==> src/rtl/alu_share_arbiter.sv <==
// alu_share_arbiter: round-robin sharing of one combinational ALU between two valid/ready requesters; optional ALU_DIV0_GUARD_EN short-circuits divide-by-zero
module alu_share_arbiter #(
   parameter int WIDTH       = 32,
   parameter int EXEC_CYCLES = 1
) (
   input  logic             clk,
   input  logic             rst,
   input  logic [1:0]       req_valid,
   output logic [1:0]       req_ready,
   input  logic [WIDTH-1:0] req0_op1,
   input  logic [WIDTH-1:0] req0_op2,
   input  logic [2:0]       req0_sel,
   input  logic [WIDTH-1:0] req1_op1,
   input  logic [WIDTH-1:0] req1_op2,
   input  logic [2:0]       req1_sel,
   output logic [1:0]       rsp_valid,
   input  logic [1:0]       rsp_ready,
   output logic [WIDTH-1:0] rsp_result,
   output logic             rsp_zflag,
   output logic             rsp_err,
   output logic [WIDTH-1:0] alu_op1,
   output logic [WIDTH-1:0] alu_op2,
   output logic [2:0]       alu_sel,
   input  logic [WIDTH-1:0] alu_result,
   input  logic             alu_zflag
);
   typedef enum logic [1:0] {IDLE, EXEC, RESP} state_t;
   state_t           state_q, state_d;
   logic             prio_q, prio_d, gnt_q, gnt_d;
   logic [3:0]       cnt_q, cnt_d;
   logic [WIDTH-1:0] alu_op1_q, alu_op1_d, alu_op2_q, alu_op2_d;
   logic [2:0]       alu_sel_q, alu_sel_d;
   logic [WIDTH-1:0] rsp_result_q, rsp_result_d;
   logic             rsp_zflag_q, rsp_zflag_d, rsp_err_q, rsp_err_d;
   logic             any, g, div0;
   logic [WIDTH-1:0] op1_g, op2_g;
   logic [2:0]       sel_g;
   // grant candidate: the sole requester, or prio when both are asking
   always_comb begin
      any   = |req_valid;
      g     = &req_valid ? prio_q : req_valid[1];
      op1_g = g ? req1_op1 : req0_op1;
      op2_g = g ? req1_op2 : req0_op2;
      sel_g = g ? req1_sel : req0_sel;
   end
`ifdef ALU_DIV0_GUARD_EN
   assign div0 = (sel_g == 3'b100) && (op2_g == '0);
`else
   assign div0 = 1'b0;
`endif
   assign req_ready  = (state_q == IDLE && any) ? (g ? 2'b10 : 2'b01) : 2'b00;
   assign rsp_valid  = (state_q == RESP) ? (gnt_q ? 2'b10 : 2'b01) : 2'b00;
   assign rsp_result = rsp_result_q;
   assign rsp_zflag  = rsp_zflag_q;
   assign rsp_err    = rsp_err_q;
   assign alu_op1    = alu_op1_q;
   assign alu_op2    = alu_op2_q;
   assign alu_sel    = alu_sel_q;
   // next-state: accept in IDLE, count settle window in EXEC, hold response until handshake
   always_comb begin
      state_d      = state_q;
      prio_d       = prio_q;
      gnt_d        = gnt_q;
      cnt_d        = cnt_q;
      alu_op1_d    = alu_op1_q;
      alu_op2_d    = alu_op2_q;
      alu_sel_d    = alu_sel_q;
      rsp_result_d = rsp_result_q;
      rsp_zflag_d  = rsp_zflag_q;
      rsp_err_d    = rsp_err_q;
      case (state_q)
         IDLE: if (any) begin
            gnt_d  = g;
            prio_d = ~g;
            cnt_d  = 4'(EXEC_CYCLES - 1);
            if (div0) begin
               state_d      = RESP;
               rsp_result_d = '1;
               rsp_zflag_d  = 1'b1;
               rsp_err_d    = 1'b1;
            end else begin
               state_d   = EXEC;
               alu_op1_d = op1_g;
               alu_op2_d = op2_g;
               alu_sel_d = sel_g;
            end
         end
         EXEC: if (cnt_q != 4'd0) cnt_d = cnt_q - 4'd1;
         else begin
            state_d      = RESP;
            rsp_result_d = alu_result;
            rsp_zflag_d  = alu_zflag;
            rsp_err_d    = 1'b0;
         end
         RESP: if (rsp_ready[gnt_q]) state_d = IDLE;
         default: state_d = IDLE;
      endcase
   end
   // state and output registers, cleared asynchronously so nothing in flight survives reset
   always_ff @(posedge clk or posedge rst)
      if (rst) begin
         state_q      <= IDLE;
         prio_q       <= 1'b0;
         gnt_q        <= 1'b0;
         cnt_q        <= '0;
         alu_op1_q    <= '0;
         alu_op2_q    <= '0;
         alu_sel_q    <= '0;
         rsp_result_q <= '0;
         rsp_zflag_q  <= 1'b0;
         rsp_err_q    <= 1'b0;
      end else begin
         state_q      <= state_d;
         prio_q       <= prio_d;
         gnt_q        <= gnt_d;
         cnt_q        <= cnt_d;
         alu_op1_q    <= alu_op1_d;
         alu_op2_q    <= alu_op2_d;
         alu_sel_q    <= alu_sel_d;
         rsp_result_q <= rsp_result_d;
         rsp_zflag_q  <= rsp_zflag_d;
         rsp_err_q    <= rsp_err_d;
      end
endmodule

==> config.mk <==
export PLATFORM = sky130hd
export DESIGN_NAME = alu_share_arbiter
export DESIGN_NICKNAME = d
export VERILOG_FILES = /design/src/rtl/alu_share_arbiter.sv
export SDC_FILE = /design/constraint.sdc
export NUM_CORES = 1
export LEC_CHECK = 0
export ABC_AREA = 1
export ABC_CLOCK_PERIOD_IN_PS = 3650
export CORE_MARGIN = 2
export CORE_UTILIZATION = 34
export CTS_BUF_LIST = sky130_fd_sc_hd__clkbuf_16
export DETAILED_ROUTE_END_ITERATION = 10
export GPL_TIMING_DRIVEN = 0
export MAX_ROUTING_LAYER = met4
export PLACE_DENSITY = 0.75
export SETUP_SLACK_MARGIN = 0.15
export SLEW_MARGIN = 10
export SYNTH_ARGS = -nofsm -noshare
export SYNTH_HDL_FRONTEND = slang
export SYNTH_SLANG_ARGS = --single-unit
==> constraint.sdc <==
create_clock -name clk -period 3.65 [get_ports clk]
set_input_delay 0.73 -clock clk [delete_from_list [all_inputs] [get_ports clk]]
set_output_delay 0.73 -clock clk [all_outputs]
set_load 0.05 [all_outputs]
* After elaboration in Yosys (flattened, before gate mapping) *
Index checks and enable logic that the tools add are counted.

word-level totals
  bits of input ports = 173
  logic and storage cells = 46
  flip-flop bits (word level) = 108
  output and inout bits = 105

cells by class
  $add $sub $neg = 1
  bitwise logic cells = 2
  muxes and demuxes = 17
  equality and inequality tests = 6
  reduce and logical (&&, ||, !) cells = 10
  magnitude comparators = 1

operators with widths
  kind                   count
  $mux W32               2
  $mux W2                7
  $mux W4                2
  $pmux W4 S2            1
  $ne A2 B2 Y1 const B   3
  $pmux W2 S3            1
  $reduce_and A2 Y1      3
  $reduce_and A3 Y1      2
  $reduce_bool A4 Y1     1
  $sub A4 B1 Y4 const B  1
  $mux W1                3
  $mux W3                1
  $eq A2 B1 Y1 const B   1
  $eq A2 B2 Y1 const B   1
  $logic_not A2 Y1       1
  $lt A1 B2 Y1 const B   1
  $ne A2 B1 Y1 const B   1
  $not A1 Y1             2
  $reduce_bool A2 Y1     1
  $reduce_or A2 Y1       1
  $logic_and A1 B1 Y1    1

* Depth between registers and ports, before layout *
  word-level depth = 4
  mapped depth = 9
  depth with buffers taken out = 7

* Least setup slack after synthesis *
OpenSTA, ideal clock, no wires.

  path type = input -> output
  start = input req_valid[0]
  end = output req_ready[0]
  arrival = 1.390 ns
  slack = 1.530 ns
  buffers on the path = 1
  data required time = 2.920 ns
  stages = 5
  cell sequence = nand2_1 > nand2_1 > inv_1 > nor2_4 > buf_2

on the way
  word-level cells in the longest chain between the ends = 4
  elaborated cells on any way between the ends = 6
  classes of those cells = mux (3); reduce/logical (3)

RTL lines
  what               line  source
  from (decl)        8     input logic [1:0] req_valid,
  $reduce_and A2 Y1  41    g = &req_valid ? prio_q : req_valid[1];
  $mux W1            41
  $mux W2            51    assign req_ready = (state_q == IDLE && any) ? (g ? 2'b10 : 2'b01) : 2'b00;
  $mux W2 (*)        51
  to (decl)          9     output logic [1:0] req_ready,

Every way passes the cells marked *; elsewhere a longest branch is shown, timed or not.

* Worst setup path in the final report *
Same ends and word-level chain as after synthesis.

==> summary.md <==
| Metric | Value |
|---|---|
| Outcome | completed |
| # rows | 42 |
| Clock Path Buffers | 2 |
| Final-layout fill cell count | roughly 1200 |
| Final Max Slew Viols | 0 |
| CTS Buf Count | 9 |
| Final ANT Viol Nets | 0 |
| IO Count | around 280 |
| Sequential fraction of the synthesis area | about 59% |
| Reg clk slew, reported paths | 0.07 ns |
| Die X | 120 um |
| Die Height | between 100 and 150 um |
| Largest net degree at the start of global routing | 37 |
| Crit-path cells | clkdlybuf4s50_1, nand2_1, nand2_1, inv_1, nor2_4, buf_2, dlygate4sd2_1 |
| Number of synthesized flops with an enable pin | 0 |
| Crit-path max cell delay | 0.55 ns |
| Crit Path Max Fanout | 10 |
| Place WS | 0.120 ns |
| Crit path launch type | input port |
| H-tree levels | 3 |
| Fin. Hold Viols | 0 |
| Placeable Area | around 13000 um2 |
| Number of global-route vias before repair | 4643 |
| DP Area | between 7000 and 8000 um2 |
| Layout net count | 1018 |
| Kind of critical path | input port to output pin |
| Power Density | 976 nW/um2 |
| Initial antenna violation count | 0 |
| Netlist cell types | 18 |
| Total grt overflow | 0 |
| Post-detail-place hpwl | 11500 um |
| Reg area | approximately 2700 um2 |
| Design Area, Final | 7970 um2 |
| Initial drt markers | 207 |
| Worst min-delay path class | register to register |
| Avg Cell Area, Syn | 8.34 um2 |
| Yosys reg bits | approximately 110 |
| TritonCTS clock tree | yes |
| Synth cell count leaders | 246 x nand2_1, 108 x dfrtp_1, 71 x nand3_1 |
| Total inserted antenna cells | 0 |
| Most common cell in the synthesized netlist | nand2_1 |
| # hold bufs at CTS | 0 |
| PortBufs | between 200 and 300 |
| Syn Std Cell Area | 4610 um2 |
| Slew @ Worst Pin | 0.546 ns |
| WL/cell | 14.6 um |
| Final worst slack | 0.413 ns |
| Worst-Skew Late Latency | 0.35 ns |
| Clock power frac | 13.3% |
| Initial Util | between 30% and 40% |
| Logic pwr share | 59.8% |
| Number of post-CTS setup repair buffers | 0 |
| Mapped Cells | 553 |
| Crit-path slowest cell | dlygate4sd2_1 |
| Worst EP required | 2.92 ns |
| Total GRT Usage | 21.4% |
| Layout cells sized above 1 | 4.95% |
| Syn Nets | 728 |
| Root Buffer | clkbuf_16 |
| DRC | 0 |
| Worst Skew | between 0.002 and 0.003 ns |
| Global-route wire length before repair | 23400 um |
| RD Place Congestion | 0.773 |
| Max-capacitance violation count | 0 |
| Lkg Pwr | 3.71 nW |
| Synth top area cells | dfrtp_1 59%, nand2_1 20%, nand3_1 7.7% |
| Minimum clock period | 3.24 ns |
| Sw Ratio | between 40 and 50% |
| Crit share post-route | 88.7% |
| Total negative slack | 0 ns |
| WP data arrival | 2.51 ns |
| Pre-antenna DRT Iters | 4 |
| Vias/cell | 4.55 |
| Biggest area consumer among synthesized cells | dfrtp_1 |
| Routed via count | 4664 |
| Async set-reset flop share out of synthesis | 100% |
| RSZ-0062 raised after global routing | false |
| Yosys warns | 0 |
| Die area | roughly 15000 um2 |
| CTS Sinks | 108 |
| Post-synth top flop | dfrtp_1 |
| Reported net switching power | 3.87 mW |
| Slew headroom | 63.5% |
| Setup violators final | 0 |
| Maximum vdd drop | between 0.4 and 0.5 mV |
| Most Frequent Cell on Critical Path | nand2_1 |
| Internal | 3.91 mW |
| Reg2Reg Setup Slack | 2.02 ns |
| Multi-input gate area | 1610 um2 |
| Syn-to-layout area delta | 72.8% |
| Routed WL | 15000 um |
| Synth top area share | 58.6% |
| Critical path capture point type | output pin |
| Fmax | between 300 and 400 MHz |
| Reg power frac | about 27% |
-- state kept, by name, indices dropped and copies added (netlist names) --
name / count
alu_op1: 32
alu_op2: 32
alu_sel: 3
cnt_q: 4
gnt_q: 1
prio_q: 1
rsp_result: 32
rsp_zflag: 1
state_q: 2
-- through the flow --
step                util [%]  power [mW]  hold WS [ns]  cells
floorplan                  -        5.07         0.482    553
finish                  60.2        7.78         0.485   1024
global placement        57.4        6.74         0.465   1005
CTS                     60.2        7.86         0.490   1024
detailed placement      57.8        6.80         0.473   1008
global route            60.2        8.24         0.505   1024
-- critical path: cells and delay by family --
family / cells / cell delay [ns]
buf+inv: 4 / 1.41
simple gates: 3 / 0.36
-- routing by layer --
metal,vias up,part of all wire [%],GRT usage [%]
met5,-,0,-
met4,0,2.4,7.78
met3,26,8.6,5.80
met2,220,48,34.7
met1,2117,41,25.7
li1,2301,-,-
-- worst paths after layout --
path / from / endpoint / cells after the start
setup / recovery: req_valid[0] / req_ready[0] / 7
hold / removal: rsp_result[29] / rsp_result[29] / 2
setup reg to reg: state_q[1] / alu_op2[13] / 7
hold reg to reg: rsp_result[29] / rsp_result[29] / 2
max in group asynchronous: rst / alu_op2[5] / 4
min in group asynchronous: rst / rsp_result[29] / 2
-- what timing repair did --
item | 4_1_cts | 5_1_grt
gates cloned | 0 | 0
endpoints found under the hold margin | 0 | 0
setup endpoints to repair | 1 | 1
gates resized for setup | 1 | 1
-- cells in the final DEF (no fill, tap or decap), drive strengths merged --
cell / Yosys / routed
clkdlybuf4s50: 0 / 274
nand2: 246 / 246
dfrtp: 108 / 108
nand3: 71 / 71
inv: 42 / 43
o21ai: 38 / 38
buf: 20 / 23
clkbuf: 9 / 18
nor2: 11 / 11
clkinvlp: 0 / 2
o21bai: 2 / 2
ha: 2 / 2
bufinv: 0 / 2
clkinv: 0 / 2
nand4: 1 / 1
nor3: 1 / 1
xor2: 1 / 1
conb: 1 / 1
dlygate4sd2: 0 / 1
dlymetal6s2s: 0 / 1
-- kinds of logic after synthesis --
kind of cell,after synthesis,synth area share (%)
other,1,0.0813
DFF,108,58.6
buffers and inverters,71,6.59
and+or+nand+nor,330,29.3
xor gates and xnor gates,1,0.190
AOI/OAI and AO/OA,40,4.69
adders and majority gates,2,0.543
-- power groups by stage --
stage	combinational [mW]	sequential (mW)	clock [mW]
finish	4.65	2.10	1.03
global route	4.96	2.17	1.12
CTS	4.70	2.09	1.06
detailed placement	4.70	2.11	0
global placement	4.65	2.09	0
floorplan	1.12	3.96	0
-- final cells by class --
cell class	instances	share of cell area [%]
plain buffers	29	1.84
clock buffers	9	2.83
inverters	42	2.03
repair buffers	279	35.4
clock inverters	7	1.05
well taps	176	2.76
multi-input cells	374	20.1
flip-flops and latches	108	33.9
No activity file was read; power rests on OpenSTA's default activity.
